--- src/rtl/cvm_dispense_ctrl_if.sv ---
// rtl/cvm_dispense_ctrl_if.sv - vend request, sensor and actuator bundle of the dispense sequencer
interface cvm_dispense_ctrl_if;
  logic vend_req;
  logic sugar_sel;
  logic cup_present;
  logic water_ready;
  logic clr_fault;
  logic vend_ack;
  logic vend_drop;
  logic busy;
  logic cup_drop;
  logic sugar_valve;
  logic pump_on;
  logic done;
  logic fault;

  modport master (
    output vend_req, sugar_sel, cup_present, water_ready, clr_fault,
    input  vend_ack, vend_drop, busy, cup_drop, sugar_valve, pump_on, done, fault
  );

  modport slave (
    input  vend_req, sugar_sel, cup_present, water_ready, clr_fault,
    output vend_ack, vend_drop, busy, cup_drop, sugar_valve, pump_on, done, fault
  );
endinterface

--- src/rtl/cvm_dispense_ctrl.sv ---
// rtl/cvm_dispense_ctrl.sv - cup/sugar/brew dispense sequencer with one-deep order queue
module cvm_dispense_ctrl #(
  parameter int unsigned CNT_W     = 8,
  parameter int unsigned CUP_CYC   = 4,
  parameter int unsigned CUP_TMO   = 16,
  parameter int unsigned SUGAR_CYC = 8,
  parameter int unsigned BREW_CYC  = 32
) (
  input logic clk,
  input logic rst,
  cvm_dispense_ctrl_if.slave bus
);

  typedef enum logic [2:0] {
    S_IDLE, S_CUP, S_WAIT_CUP, S_SUGAR, S_BREW, S_DONE, S_FAULT
  } state_t;

  localparam logic [CNT_W-1:0] CUP_END   = CNT_W'(CUP_CYC - 1);
  localparam logic [CNT_W-1:0] TMO_END   = CNT_W'(CUP_TMO - 1);
  localparam logic [CNT_W-1:0] SUGAR_END = CNT_W'(SUGAR_CYC - 1);
  localparam logic [CNT_W-1:0] BREW_END  = CNT_W'(BREW_CYC - 1);

  state_t           state_q, state_d;
  logic [CNT_W-1:0] timer_q, timer_d;
  logic             sugar_q, sugar_d;
  logic             pend_q, pend_d;
  logic             pend_sugar_q, pend_sugar_d;
  logic             ack_q, ack_d;
  logic             drop_q, drop_d;

  always_ff @(posedge clk or negedge rst) begin
    if (!rst) begin
      state_q      <= S_IDLE;
      timer_q      <= '0;
      sugar_q      <= 1'b0;
      pend_q       <= 1'b0;
      pend_sugar_q <= 1'b0;
      ack_q        <= 1'b0;
      drop_q       <= 1'b0;
    end else begin
      state_q      <= state_d;
      timer_q      <= timer_d;
      sugar_q      <= sugar_d;
      pend_q       <= pend_d;
      pend_sugar_q <= pend_sugar_d;
      ack_q        <= ack_d;
      drop_q       <= drop_d;
    end
  end

  always_comb begin
    state_d      = state_q;
    sugar_d      = sugar_q;
    pend_d       = pend_q;
    pend_sugar_d = pend_sugar_q;
    ack_d        = 1'b0;
    drop_d       = 1'b0;

    case (state_q)
      S_IDLE: begin
        if (bus.vend_req) begin
          state_d = S_CUP;
          sugar_d = bus.sugar_sel;
        end
      end
      S_CUP: begin
        if (timer_q == CUP_END) state_d = S_WAIT_CUP;
      end
      S_WAIT_CUP: begin
        if (bus.cup_present)         state_d = sugar_q ? S_SUGAR : S_BREW;
        else if (timer_q == TMO_END) state_d = S_FAULT;
      end
      S_SUGAR: begin
        if (!bus.cup_present)          state_d = S_FAULT;
        else if (timer_q == SUGAR_END) state_d = S_BREW;
      end
      S_BREW: begin
        if (!bus.cup_present)                            state_d = S_FAULT;
        else if (bus.water_ready && timer_q == BREW_END) state_d = S_DONE;
      end
      S_DONE: begin
        if (pend_q) begin
          state_d = S_CUP;
          sugar_d = pend_sugar_q;
          pend_d  = 1'b0;
        end else if (bus.vend_req) begin
          // an order landing on DONE with an empty queue goes straight to the next cup
          state_d = S_CUP;
          sugar_d = bus.sugar_sel;
        end else begin
          state_d = S_IDLE;
        end
      end
      S_FAULT: begin
        if (bus.clr_fault) state_d = S_IDLE;
      end
      default: state_d = S_IDLE;
    endcase

    if (bus.vend_req) begin
      if (state_q == S_IDLE) begin
        ack_d = 1'b1;
      end else if (state_q == S_FAULT || state_d == S_FAULT || pend_q) begin
        drop_d = 1'b1;
      end else begin
        ack_d = 1'b1;
        if (state_q != S_DONE) begin
          pend_d       = 1'b1;
          pend_sugar_d = bus.sugar_sel;
        end
      end
    end

    if (state_d == S_FAULT && state_q != S_FAULT) pend_d = 1'b0;
  end

  // brew time is measured in boiler-ready cycles only
  always_comb begin
    timer_d = timer_q + 1'b1;
    if (state_d != state_q || state_q == S_IDLE || state_q == S_FAULT)
      timer_d = '0;
    else if (state_q == S_BREW)
      timer_d = timer_q + {{(CNT_W-1){1'b0}}, bus.water_ready};
  end

  assign bus.vend_ack    = ack_q;
  assign bus.vend_drop   = drop_q;
  assign bus.busy        = (state_q != S_IDLE);
  assign bus.cup_drop    = (state_q == S_CUP);
  assign bus.sugar_valve = (state_q == S_SUGAR);
  assign bus.pump_on     = (state_q == S_BREW) && bus.water_ready;
  assign bus.done        = (state_q == S_DONE);
  assign bus.fault       = (state_q == S_FAULT);

endmodule

--- src/flat_wrapper.sv ---
// flat-port wrapper written by rule: the top's interface ports become plain ports
module cvm_dispense_ctrl_flat 
#(
  parameter int unsigned CNT_W     = 8,
  parameter int unsigned CUP_CYC   = 4,
  parameter int unsigned CUP_TMO   = 16,
  parameter int unsigned SUGAR_CYC = 8,
  parameter int unsigned BREW_CYC  = 32
)
  (clk, rst, bus_vend_req, bus_sugar_sel, bus_cup_present, bus_water_ready, bus_clr_fault, bus_vend_ack, bus_vend_drop, bus_busy, bus_cup_drop, bus_sugar_valve, bus_pump_on, bus_done, bus_fault);
  cvm_dispense_ctrl_if bus_i ();
  input logic clk;
  input logic rst;
  input wire logic [$bits(bus_i.vend_req)-1:0] bus_vend_req;
  input wire logic [$bits(bus_i.sugar_sel)-1:0] bus_sugar_sel;
  input wire logic [$bits(bus_i.cup_present)-1:0] bus_cup_present;
  input wire logic [$bits(bus_i.water_ready)-1:0] bus_water_ready;
  input wire logic [$bits(bus_i.clr_fault)-1:0] bus_clr_fault;
  output wire logic [$bits(bus_i.vend_ack)-1:0] bus_vend_ack;
  output wire logic [$bits(bus_i.vend_drop)-1:0] bus_vend_drop;
  output wire logic [$bits(bus_i.busy)-1:0] bus_busy;
  output wire logic [$bits(bus_i.cup_drop)-1:0] bus_cup_drop;
  output wire logic [$bits(bus_i.sugar_valve)-1:0] bus_sugar_valve;
  output wire logic [$bits(bus_i.pump_on)-1:0] bus_pump_on;
  output wire logic [$bits(bus_i.done)-1:0] bus_done;
  output wire logic [$bits(bus_i.fault)-1:0] bus_fault;
  assign bus_i.vend_req = bus_vend_req;
  assign bus_i.sugar_sel = bus_sugar_sel;
  assign bus_i.cup_present = bus_cup_present;
  assign bus_i.water_ready = bus_water_ready;
  assign bus_i.clr_fault = bus_clr_fault;
  assign bus_vend_ack = bus_i.vend_ack;
  assign bus_vend_drop = bus_i.vend_drop;
  assign bus_busy = bus_i.busy;
  assign bus_cup_drop = bus_i.cup_drop;
  assign bus_sugar_valve = bus_i.sugar_valve;
  assign bus_pump_on = bus_i.pump_on;
  assign bus_done = bus_i.done;
  assign bus_fault = bus_i.fault;
  cvm_dispense_ctrl #(.CNT_W(CNT_W), .CUP_CYC(CUP_CYC), .CUP_TMO(CUP_TMO), .SUGAR_CYC(SUGAR_CYC), .BREW_CYC(BREW_CYC)) u_core (.clk(clk), .rst(rst), .bus(bus_i));
endmodule
--- config.mk ---
export PLATFORM = sky130hd
export DESIGN_NAME = cvm_dispense_ctrl_flat
export DESIGN_NICKNAME = d
export VERILOG_FILES = /design/src/rtl/cvm_dispense_ctrl_if.sv /design/src/rtl/cvm_dispense_ctrl.sv /design/src/flat_wrapper.sv
export SDC_FILE = /design/constraint.sdc
export NUM_CORES = 1
export LEC_CHECK = 0
export ABC_AREA = 1
export CAP_MARGIN = 15
export CORE_MARGIN = 3
export CORE_UTILIZATION = 57
export CTS_CLUSTER_SIZE = 30
export DETAILED_ROUTE_END_ITERATION = 7
export PLACE_DENSITY = 0.83
export RECOVER_POWER = 25
export SLEW_MARGIN = 20
export SYNTH_ARGS = -nofsm -noshare
export SYNTH_HDL_FRONTEND = slang
export SYNTH_SLANG_ARGS = --single-unit
--- constraint.sdc ---
create_clock -name clk -period 3.3 [get_ports clk]
set_input_delay 0.66 -clock clk [delete_from_list [all_inputs] [get_ports clk]]
set_output_delay 0.66 -clock clk [all_outputs]
set_load 0.1 [all_outputs]
== Word-level counts from Yosys, hierarchy flattened ==
Cells that the tools add are included.

* Bitwise gates (word level): 2
* Reductions and logical operators: 11
* Eq/ne operators: 14
* Multiplexer cells: 30
* Add/subtract/negate cells: 2

{| class="wikitable"
|+ Operators with widths
! cell !! number
|-
| 3-bit 2-to-1 mux || 11
|-
| 3-bit case mux with 7 select lines || 1
|-
| 8-bit 2-to-1 mux || 2
|-
| 1-bit 2-to-1 mux || 15
|-
| 3-bit == test, second input constant || 4
|-
| 8-bit by 1-bit adder with 8-bit output || 1
|-
| 8-bit by 1-bit adder with 8-bit output, second input constant || 1
|-
| 8-bit by 2-bit == test with 1-bit output, second input constant || 1
|-
| 8-bit by 3-bit == test with 1-bit output, second input constant || 1
|-
| 8-bit by 4-bit == test with 1-bit output, second input constant || 1
|-
| 8-bit by 5-bit == test with 1-bit output, second input constant || 1
|-
| 3-bit by 2-bit == test with 1-bit output, second input constant || 2
|-
| 3-bit inequality test, second input constant || 2
|-
| 1-bit logical OR || 4
|-
| 4-bit AND reduction || 1
|-
| 3-bit by 1-bit == test with 1-bit output, second input constant || 1
|-
| 1-bit logical AND || 3
|-
| 3-bit logical NOT || 1
|-
| 3-bit inequality test || 1
|-
| 3-bit nonzero test || 1
|-
| 1-bit inverter || 2
|-
| 1-bit case mux with 2 select lines || 1
|-
| 2-bit nonzero test || 1
|}

* Word-level logic and storage cells: 66
* Bits in registers: 16
* Input bits: 7
* Output and inout bits: 8

== Longest topological paths before layout ==
Gate-level depths: netlist (run 1).

* Depth after elaboration: 12
* Gate-level depth with buffers: 14

== Least setup slack after synthesis (run 1) ==
OpenSTA, ideal clock, no wires.

* Path kind: register to output
* Start point: register u_core.state_q[0]
* End point: output bus_pump_on
* Path slack: 0.580 ns
* Arrival time: 2.060 ns
* Cell stages (with the launch flop): 5
* Cell sequence: dfrtp_1 > buf_4 > nor2_1 > nand2_1 > nor2_1

* Longest elaborated chain between the ends: 2

{| class="wikitable"
|+ Ends and longest elaborated chain
! what !! line !! text
|-
| start: declaration || cvm_dispense_ctrl.sv:23 || <nowiki>state_t state_q, state_d;</nowiki>
|-
| start signal: assignment || cvm_dispense_ctrl.sv:41 || <nowiki>state_q <= state_d;</nowiki>
|-
| 3-bit == test || cvm_dispense_ctrl.sv:131 || <nowiki>assign bus.pump_on = (state_q == S_BREW) && bus.water_ready;</nowiki>
|-
| 1-bit logical AND || cvm_dispense_ctrl.sv:131 ||
|-
| end: declaration || flat_wrapper.sv:24 || <nowiki>output wire logic [$bits(bus_i.pump_on)-1:0] bus_pump_on;</nowiki>
|}

Every way passes these cells.

== Worst setup path after layout (run 1) ==
Same ends and word-level chain as after synthesis.

==> impl_summary.txt, run 1 <==
----------------------------------------------------
[Die]
  Die width ... 49.7 um
  Count of standard-cell rows ... 15
  Starting density of the core ... 61.8%
  Area of the die ... 0.00247 sq mm
  Standard cell core area ... 0.00176 sq mm
  Height of the chip ... 49.7 um
  I/O Pins ... 15

[STA]
  Final setup margin ... 1020 ps
  Relative max-transition margin ... 50.6%
  Setup repair after global routing missed its margin ... false
  Max Transition Viols Final ... 0
  Total count of hold-check failures in the final report ... 0
  Post-Route Skew ... 6.05 ps
  Maximum clock frequency ... 439 MHz
  Fin crit share ... 69.0%
  Count of final setup violators ... 0
  Time the final worst path needs with I/O delays and setup ... 2280 ps
  Setup Total Neg Slack ... 0 ps
  Actual transition at the worst max-transition pin ... 738 ps

[Clocking]
  Clock H-tree levels ... 1
  Buffer depth of the longest clock path ... 2
  Reg clk slew, reported paths ... 100 ps
  Number of buffers inserted during clock tree synthesis ... 3
  Clock latency on the worst-skew pair ... 300 ps
  CTS Hold Buffers Added ... 0
  TritonCTS clock tree ... built
  Clock tree sinks ... 16
  Quantity of gates resized following cts ... 0
  Library cell used as clock root buffer ... clkbuf_4
  Setup repair bufs after CTS ... 0

[Route]
  Final Routed Wirelength ... 2430 um
  Detailed-router iteration count before antenna repair ... 4
  Wire length per cell ... 12.5 um
  Overall via count from detail_route ... 1010
  Post-detailed-route DRC marker count ... 0
  Initial drt markers ... 29
  Via density ... 5.21
  Post-route ant nets ... 0

[Synth]
  Synth Warn # ... 0
  Library cells used by synthesis ... 24
  Proportion of synthesized flip-flops having asynchronous set or reset ... 100%
  EDFF count, synth ... 0
  Post-synthesis register bit count ... 16
  Sequential element share of the synthesized area ... 36.7%
  Summed instance area of the synthesized netlist ... 0.00109 sq mm
  Nets in the synthesized netlist ... 161
  Post-synth top flop ... dfrtp_1
  Instance count of the mapped netlist ... 152
  Mean instance size in the synthesized netlist ... 7.17 sq um

[Outcome]
  Run status ... finished clean

[Setup path]
  Crit path launch type ... flip-flop
  Highest fanout seen on the critical path ... 8
  Crit path kind ... reg2out
  Data arrival time of the critical path ... 1620 ps
  Crit. End Element ... output pin
  R2R Setup Slk ... 1120 ps
  Required time reported for the critical path endpoint ... 2640 ps

[Cells and area]
  Area growth from synthesis to layout ... 16.5%
  ANT cells ... 0
  Cell Count, Final, Fillers Out ... 194
  Share of final-layout standard cells stronger than drive strength 1 ... 20.7%
  Final Net Count ... 179
  Number of filler instances in the final layout ... 159

[GRT]
  First-pass GRT wire length ... 4530 um
  Number of antenna violations at the first check in global routing ... 0
  GRT Overall Usage ... 23.7%
  Vias in the first global route ... 1005
  Remaining global-route overflow ... 0
  Largest net degree at the start of global routing ... 17

[Power and ir drop]
  Max rail drop VDD ... 0.724 mV
  Leakage component of the power ... 0.670 nW
  Power per standard cell area ... 897 mW/mm^2

[Min path]
  Class of the tightest hold or removal check ... reg2reg

[Placement]
  Gpl congestion ... 0.896
  Setup Slack @ Placement ... 833 ps
  Inst Count DP ... 190
  Post-detailed-placement half-perimeter wirelength ... 1930 um
  Count of buffers inserted at the top-level ports ... 14

[Flow run]
  Max-cap violations ... 0

----------------------------------------------------
-- routing by layer --
layer,routed length [um],up-vias,global-route usage (%)
li1,-,511,-
met4,29,0,7.37
met3,113,5,5.14
met1,1150,471,31.2
met5,0,-,0
met2,1140,23,38.8
-- sequential cells by signal, summed over array words and instances, names as in the netlist --
name	cells
u_core.timer_q	8
u_core.pend_sugar_q	1
u_core.pend_q	1
u_core.bus.vend_drop	1
u_core.state_q	3
u_core.sugar_q	1
u_core.bus.vend_ack	1
-- cell families after synthesis --
| group | Yosys count | share of synthesized area, % |
|---|---|---|
| AO/OA/AOI/OAI | 11 | 7.58 |
| AND/OR/NAND/NOR | 96 | 42.8 |
| adder cells (fa/ha/maj) | 2 | 2.30 |
| XOR/XNOR | 2 | 1.61 |
| buffers and inverters | 25 | 8.96 |
| flip-flops | 16 | 36.7 |
-- path summary, 6_finish.rpt --
path	start	to	cells past startpoint
setup reg to reg	u_core.state_q[0]	u_core.timer_q[7]	12
setup / recovery	u_core.state_q[0]	bus_pump_on	4
max in group asynchronous	rst	u_core.timer_q[1]	1
min in group asynchronous	rst	u_core.sugar_q	1
hold / removal	u_core.pend_sugar_q	u_core.pend_sugar_q	2
hold reg to reg	u_core.pend_sugar_q	u_core.pend_sugar_q	2
-- worst max-delay path, stage by stage (launching register included) --
cell and delay [ps]:
dfrtp_1 510, nor2_1 220, nand2_1 150, nor2_1 130
buf_4 300
-- cells in the final DEF, fill, tap and decap left out, types with 4 or more instances in the layout --
master           netlist  routed
nand2_1               37      37
nor2_1                25      25
inv_1                 21      21
dfrtp_1               16      16
nand3_1               11      11
buf_4                  1       8
nand2_2                5       5
clkdlybuf4s50_1        0       5
a21oi_1                4       4
-- through the flow --
| step | util (%) | hold WS (ps) | area (sq um) | power (mW) |
|---|---|---|---|---|
| after floorplan | - | 364 | 1090 | 0.871 |
| after global placement | 69.9 | 474 | 1230 | 0.986 |
| after detailed placement | 69.9 | 496 | 1230 | 1.00 |
| after CTS | 72.0 | 521 | 1270 | 1.14 |
| after global routing | 72.0 | 542 | 1270 | 1.21 |
| final | 72.0 | 515 | 1270 | 1.14 |
-- power breakdown --
part / internal, mW / switching, mW
clock: 0.0674 / 0.0672
combinational: 0.179 / 0.526
sequential: 0.245 / 0.0537
total: 0.492 / 0.647
-- cells in the mapped netlist (3+ instances only) --
cell     count  area share, %
a21oi_1      4            1.8
dfrtp_1     16             37
inv_1       21            7.2
inv_2        3            1.0
nand2_1     37             13
nand2_2      5            2.9
nand3_1     11            5.1
nand3_2      3            2.8
nand4_1      3            1.7
nor2_1      25            8.6
nor2_2       3            1.7
nor3_1       3            1.4
nor3_2       3            2.8
-- layout make-up --
class / count / area, sq um / area share [%]
multi-input cells: 111 / 592 / 46.6
flip-flops and latches: 16 / 400 / 31.5
well taps: 25 / 31.3 / 2.46
repair buffers: 14 / 120 / 9.46
inverters: 24 / 90.1 / 7.09
clock buffers: 4 / 36.3 / 2.86
No activity file was read; power rests on OpenSTA's default activity.
==> inputs of run 2 (changes only) <==
--- a/config.mk
+++ b/config.mk
@@ -8,10 +8,10 @@
 export ABC_AREA = 1
 export CAP_MARGIN = 15
 export CORE_MARGIN = 3
-export CORE_UTILIZATION = 57
+export CORE_UTILIZATION = 53
 export CTS_CLUSTER_SIZE = 30
 export DETAILED_ROUTE_END_ITERATION = 7
-export PLACE_DENSITY = 0.83
+export PLACE_DENSITY = 0.78
 export RECOVER_POWER = 25
 export SLEW_MARGIN = 20
 export SYNTH_ARGS = -nofsm -noshare
==> constraint.sdc (replaced) <==
create_clock -name clk -period 2.4 [get_ports clk]
set_input_delay 0.48 -clock clk [delete_from_list [all_inputs] [get_ports clk]]
set_output_delay 0.48 -clock clk [all_outputs]
set_load 0.1 [all_outputs]
==> run 2 against run 1 <==
Compared with the run above: non-clock buffer count grew 1; total power rose by 44%; wire length down 5.1%; count of clock-buffer cells in the layout stayed put; cell area is 6.2% higher; critical path depth rose by 8; global-route usage down 3.7 points; clock power is 37% higher; sequential share of layout area down 1.8 points; critical endpoint is now u_core.timer_q[7]; combinational power is 52% higher.
==> impl_summary.txt, run 2 (synthesis results as in run 1) <==
----------------------------------------------------
[Cells and area]
  Final Net Count ... 180 (was 179)
  Most frequent standard cell in the layout excluding fill and tap cells ... nand2_1 (unchanged)
  Number of filler instances in the final layout ... 172 (was 159)
  Max reg flops ... 8 (unchanged)
  ANT cells ... 0 (unchanged)
  Cell Count, Final, Fillers Out ... 195 (was 194)
  Cell area after layout ... 0.00135 sq mm (was 0.00127 sq mm)
  Share of final-layout standard cells stronger than drive strength 1 ... 21.8% (was 20.7%)
  Area growth from synthesis to layout ... 23.8% (was 16.5%)
  Largest registers in the final layout ... u_core.timer_q x8, u_core.state_q x3 (unchanged)
  Leading cell types in the layout, fill and taps excluded ... nand2_1 (37), nor2_1 (24), inv_1 (21) (was nand2_1 (37), nor2_1 (25), inv_1 (21))
  Most flops, register ... u_core.timer_q (unchanged)
  Layout Utilization ... 73.3% (was 72.0%)

[Route]
  Post-route ant nets ... 0 (unchanged)
  Final Routed Wirelength ... 2310 um (was 2430 um)
  Overall via count from detail_route ... 984 (was 1010)
  Via density ... 5.05 (was 5.21)
  Initial drt markers ... 25 (was 29)
  Post-detailed-route DRC marker count ... 0 (unchanged)
  Detailed-router iteration count before antenna repair ... 4 (unchanged)
  Wire length per cell ... 11.8 um (was 12.5 um)

[Setup path]
  Crit path kind ... reg2reg (was reg2out)
  Number of buffers and inverters on the critical path ... 2 (was 1)
  Critical Path Slowest Stage Cell ... dfrtp_1 (unchanged)
  Kind of cell adding the most delay to the critical path ... simple AND/OR/NAND/NOR gates (was flip-flops)
  Critical R2R Capture ... u_core.timer_q[7] (unchanged)
  Worst setup path startpoint ... u_core.state_q[1] (was u_core.state_q[0])
  CP endpoint ... u_core.timer_q[7] (was bus_pump_on)
  Crit. End Element ... flip-flop (was output pin)
  R2r worst-path depth ... 12 (unchanged)
  Required time reported for the critical path endpoint ... 2580 ps (was 2640 ps)
  Data arrival time of the critical path ... 2250 ps (was 1620 ps)
  Highest fanout seen on the critical path ... 6 (was 8)
  Startpoint of the lowest-slack register-to-register path ... u_core.state_q[1] (was u_core.state_q[0])
  Crit-path max cell delay ... 500 ps (was 510 ps)
  Crit path launch type ... flip-flop (unchanged)
  R2R Setup Slk ... 330 ps (was 1120 ps)
  Critical Path, Cell by Cell ... nor2_1, nand2_1, inv_1, nand2_1, ha_1, nand3_1, nor2_1, inv_1, nor3_1, nand2_1, xor2_1, nor2_1 (was nor2_1, nand2_1, nor2_1, buf_4)
  Depth of the critical timing path with buffers and inverters included ... 12 (was 4)

[Clocking]
  TritonCTS clock tree ... built (unchanged)
  Library cell used as clock root buffer ... clkbuf_4 (unchanged)
  Clock H-tree levels ... 1 (unchanged)
  CTS Hold Buffers Added ... 0 (unchanged)
  Quantity of gates resized following cts ... 0 (unchanged)
  Number of buffers inserted during clock tree synthesis ... 3 (unchanged)
  Buffer depth of the longest clock path ... 2 (unchanged)
  Clock tree sinks ... 16 (unchanged)
  Clock latency on the worst-skew pair ... 300 ps (about the same)
  Setup repair bufs after CTS ... 0 (unchanged)
  Reg clk slew, reported paths ... 100 ps (about the same)

[STA]
  Setup Total Neg Slack ... 0 ps (unchanged)
  Total count of hold-check failures in the final report ... 0 (unchanged)
  Count of final setup violators ... 0 (unchanged)
  Actual transition at the worst max-transition pin ... 712 ps (was 738 ps)
  Worst hold slack ... 508 ps (was 515 ps)
  Post-Route Skew ... 3.79 ps (was 6.05 ps)
  Max Transition Viols Final ... 0 (unchanged)
  Time the final worst path needs with I/O delays and setup ... 2070 ps
  Setup repair after global routing missed its margin ... false (unchanged)
  Final setup margin ... 334 ps (was 1020 ps)
  Fin crit share ... 86.1%
  Maximum clock frequency ... 484 MHz
  Relative max-transition margin ... 52.4% (was 50.6%)

[Placement]
  Setup Slack @ Placement ... 160 ps (was 833 ps)
  Gpl congestion ... 0.897 (was 0.896)
  Inst Count DP ... 191 (was 190)
  Post-detailed-placement half-perimeter wirelength ... 1860 um (was 1930 um)
  Post-detailed-placement cell area ... 0.00131 sq mm (was 0.00123 sq mm)
  Count of buffers inserted at the top-level ports ... 14 (unchanged)

[GRT]
  GRT Overall Usage ... 20.0% (was 23.7%)
  Number of antenna violations at the first check in global routing ... 0 (unchanged)
  Remaining global-route overflow ... 0 (unchanged)
  Vias in the first global route ... 918 (was 1005)
  First-pass GRT wire length ... 4000 um (was 4530 um)
  Largest net degree at the start of global routing ... 17 (unchanged)

[Power and ir drop]
  Power per standard cell area ... 1220 mW/mm^2 (was 897 mW/mm^2)
  Max rail drop VDD ... 1.06 mV (was 0.724 mV)
  Final total power ... 1.65 mW (was 1.14 mW)
  Leakage component of the power ... 0.690 nW (was 0.670 nW)

[Die]
  Count of standard-cell rows ... 15 (unchanged)
  Standard cell core area ... 0.00184 sq mm (was 0.00176 sq mm)
  Die width ... 51.3 um (was 49.7 um)
  I/O Pins ... 15 (unchanged)
  Starting density of the core ... 59.3% (was 61.8%)
  Area of the die ... 0.00264 sq mm (was 0.00247 sq mm)
  Height of the chip ... 51.3 um (was 49.7 um)

[Outcome]
  Run status ... finished clean (unchanged)

[Min path]
  Class of the tightest hold or removal check ... reg2reg (unchanged)

[Flow run]
  Max-cap violations ... 0 (unchanged)

----------------------------------------------------
==> run 2: layer usage <==
layer  track usage [%]  share of wire [%]  vias to the layer above
li1                  -                  -                      514
met1              28.3                 51                      445
met2              32.2                 44                       23
met3              1.75                3.5                        2
met4              6.55               0.87                        0
met5                 0                  0                        -
==> run 2: layout make-up <==
| class | count | area (sq um) | area share (%) |
|---|---|---|---|
| clock buffer | 4 | 36.3 | 2.69 |
| inverter | 24 | 90.1 | 6.68 |
| multi-input combinational | 111 | 601 | 44.5 |
| sequential | 16 | 400 | 29.7 |
| tap | 25 | 31.3 | 2.32 |
| timing repair buffer | 15 | 190 | 14.1 |
==> run 2: how the worst min path moves through the flow <==
stage	depth (start not counted)	slack, ps	end	startpoint
after floorplan	0	180	u_core.bus.vend_ack	rst
after global placement	2	470	u_core.pend_sugar_q	u_core.pend_sugar_q
after detailed placement	2	480	u_core.pend_sugar_q	u_core.pend_sugar_q
after CTS	2	500	u_core.pend_sugar_q	u_core.pend_sugar_q
after global routing	2	530	u_core.pend_sugar_q	u_core.pend_sugar_q
final	2	510	u_core.pend_sugar_q	u_core.pend_sugar_q
==> run 2: worst min-delay path: stages, from the launching register on <==
cell and delay, ps:
dfrtp_1 360, nand2_1 60, nand2_1 60
==> run 2: power by group <==
part | internal [mW] | switching, mW
clock network | 0.0926 | 0.0924
logic | 0.314 | 0.753
registers | 0.337 | 0.0564
==> inputs of run 3 (changes only) <==
--- a/config.mk
+++ b/config.mk
@@ -8,10 +8,9 @@
 export ABC_AREA = 1
 export CAP_MARGIN = 15
 export CORE_MARGIN = 3
-export CORE_UTILIZATION = 53
+export CORE_UTILIZATION = 32
 export CTS_CLUSTER_SIZE = 30
 export DETAILED_ROUTE_END_ITERATION = 7
-export PLACE_DENSITY = 0.78
 export RECOVER_POWER = 25
 export SLEW_MARGIN = 20
 export SYNTH_ARGS = -nofsm -noshare
==> run 3 against run 2 <==
Compared with the run above: total power fell by 3.0%; sequential share of layout area fell by 0.22 points; cell area rose by 0.74%; core utilization fell by 30 points; fmax rose by 0.19%; setup slack improved by 4.0 ps; highest routed layer unchanged.
==> impl_summary.txt, run 3 (synthesis results as in run 1) <==
----------------------------------------------------
[Route]
  Overall via count from detail_route ... 995 (was 984)
  Detailed-router iteration count before antenna repair ... 4 (unchanged)
  Final Routed Wirelength ... 2310 um (about the same)
  Wire length per cell ... 10.8 um (was 11.8 um)
  Post-detailed-route DRC marker count ... 0 (unchanged)
  Initial drt markers ... 18 (was 25)
  Via density ... 4.67 (was 5.05)
  Post-route ant nets ... 0 (unchanged)

[Clocking]
  Clock H-tree levels ... 1 (unchanged)
  Library cell used as clock root buffer ... clkbuf_4 (unchanged)
  Setup repair bufs after CTS ... 0 (unchanged)
  Clock tree sinks ... 16 (unchanged)
  Number of buffers inserted during clock tree synthesis ... 3 (unchanged)
  TritonCTS clock tree ... built (unchanged)
  CTS Hold Buffers Added ... 0 (unchanged)
  Reg clk slew, reported paths ... 100 ps (about the same)
  Clock latency on the worst-skew pair ... 290 ps (was 300 ps)
  Buffer depth of the longest clock path ... 2 (unchanged)
  Quantity of gates resized following cts ... 0 (unchanged)

[Setup path]
  Crit-path max cell delay ... 480 ps (was 500 ps)
  Kind of cell adding the most delay to the critical path ... simple AND/OR/NAND/NOR gates (unchanged)
  Data arrival time of the critical path ... 2290 ps (was 2250 ps)
  Required time reported for the critical path endpoint ... 2630 ps (was 2580 ps)
  Number of buffers and inverters on the critical path ... 2 (unchanged)
  Crit path launch type ... flip-flop (unchanged)
  Crit path kind ... reg2reg (unchanged)
  R2r worst-path depth ... 12 (unchanged)
  Highest fanout seen on the critical path ... 6 (unchanged)
  Critical Path Slowest Stage Cell ... dfrtp_1 (unchanged)
  Critical Path, Cell by Cell ... nor2_1, nand2_1, inv_1, nand2_1, ha_1, nand3_1, nor2_1, inv_1, nor3_1, nand2_1, xor2_1, nor2_1 (unchanged)
  Crit. End Element ... flip-flop (unchanged)
  Depth of the critical timing path with buffers and inverters included ... 12 (unchanged)

[Power and ir drop]
  Leakage component of the power ... 0.683 nW (was 0.690 nW)
  Power per standard cell area ... 1170 mW/mm^2 (was 1220 mW/mm^2)
  Final total power ... 1.60 mW (was 1.65 mW)
  Max rail drop VDD ... 0.733 mV (was 1.06 mV)

[STA]
  Fin crit share ... 85.9% (was 86.1%)
  Post-Route Skew ... 12.4 ps (was 3.79 ps)
  Actual transition at the worst max-transition pin ... 735 ps (was 712 ps)
  Setup Total Neg Slack ... 0 ps (unchanged)
  Max Transition Viols Final ... 0 (unchanged)
  Relative max-transition margin ... 50.9% (was 52.4%)
  Total count of hold-check failures in the final report ... 0 (unchanged)
  Time the final worst path needs with I/O delays and setup ... 2060 ps (was 2070 ps)
  Count of final setup violators ... 0 (unchanged)
  Maximum clock frequency ... 485 MHz (was 484 MHz)
  Setup repair after global routing missed its margin ... false (unchanged)
  Worst hold slack ... 511 ps (was 508 ps)

[Placement]
  Gpl congestion ... 0.837 (was 0.897)
  Count of buffers inserted at the top-level ports ... 14 (unchanged)
  Post-detailed-placement half-perimeter wirelength ... 1870 um (was 1860 um)

[GRT]
  GRT Overall Usage ... 13.1% (was 20.0%)
  Remaining global-route overflow ... 0 (unchanged)
  Number of antenna violations at the first check in global routing ... 0 (unchanged)
  First-pass GRT wire length ... 4240 um (was 4000 um)
  Largest net degree at the start of global routing ... 17 (unchanged)
  Vias in the first global route ... 967 (was 918)

[Cells and area]
  Largest registers in the final layout ... u_core.timer_q x8, u_core.state_q x3 (unchanged)
  Max reg flops ... 8 (unchanged)
  Final Net Count ... 180 (unchanged)
  Most flops, register ... u_core.timer_q (unchanged)
  Area growth from synthesis to layout ... 24.7% (was 23.8%)
  Share of final-layout standard cells stronger than drive strength 1 ... 21.3% (was 21.8%)
  Area of combinational cells with multiple inputs ... 601 sq um (unchanged)
  Most frequent standard cell in the layout excluding fill and tap cells ... nand2_1 (unchanged)
  Number of filler instances in the final layout ... 327 (was 172)
  Area used by sequential logic in the layout ... 400 sq um (unchanged)
  ANT cells ... 0 (unchanged)
  Leading cell types in the layout, fill and taps excluded ... nand2_1 (37), nor2_1 (24), inv_1 (21) (unchanged)

[Die]
  Height of the chip ... 64.4 um (was 51.3 um)
  Starting density of the core ... 34.6% (was 59.3%)
  Die width ... 64.4 um (was 51.3 um)
  Area of the die ... 0.00414 sq mm (was 0.00264 sq mm)
  I/O Pins ... 15 (unchanged)
  Count of standard-cell rows ... 20 (was 15)
  Standard cell core area ... 0.00315 sq mm (was 0.00184 sq mm)

[Outcome]
  Run status ... finished clean (unchanged)

[Min path]
  Class of the tightest hold or removal check ... reg2reg (unchanged)
  Cell depth of the worst hold path ... 2 (unchanged)

[Flow run]
  Max-cap violations ... 0 (unchanged)

----------------------------------------------------
==> run 3: cell types whose count changed in the layout (fill, tap and decap cells not counted), sizes merged <==
cell and delta:
clkbuf -1
==> run 3: worst paths after layout <==
path | startpoint | endpoint | slack [ps]
setup / recovery | u_core.state_q[1] | u_core.timer_q[7] | 340
hold / removal | u_core.pend_sugar_q | u_core.pend_sugar_q | 510
setup reg to reg | u_core.state_q[1] | u_core.timer_q[7] | 340
hold reg to reg | u_core.pend_sugar_q | u_core.pend_sugar_q | 510
max in group asynchronous | rst | u_core.bus.vend_ack | 1240
min in group asynchronous | rst | u_core.timer_q[7] | 680
==> run 3: routing by layer <==
layer  track usage (%)  part of all wire (%)
met3              3.16                   3.3
met2              20.4                    48
met1              17.3                    48
met4              5.54                   1.0
met5                 0                     0
==> run 3: layout make-up <==
type,instances,area share [%]
timing repair buffer,15,14.0
sequential,16,29.5
tap,44,4.05
multi-input combinational,111,44.2
inverter,24,6.63
clock buffer,3,1.66
==> run 3: report_power, final <==
group | switching [mW] | internal (mW) | total, mW
Combinational | 0.750 | 0.313 | 1.06
Clock | 0.0848 | 0.0584 | 0.143
Sequential | 0.0534 | 0.337 | 0.390
==> run 3: per-stage QoR <==
step	util (%)	area, sq um	setup slack, ps	instances
after floorplan	-	1100	251	152
after global placement	42.4	1340	239	210
after detailed placement	42.4	1340	135	210
after CTS	43.1	1360	330	213
after global routing	43.1	1360	78.8	213
final	43.1	1360	338	213
==> run 3: tightest hold or removal path: cells and delay by family (launching register included) <==
family           cells  cell delay (ps)
flip-flops           1              360
AND/OR/NAND/NOR      2              120
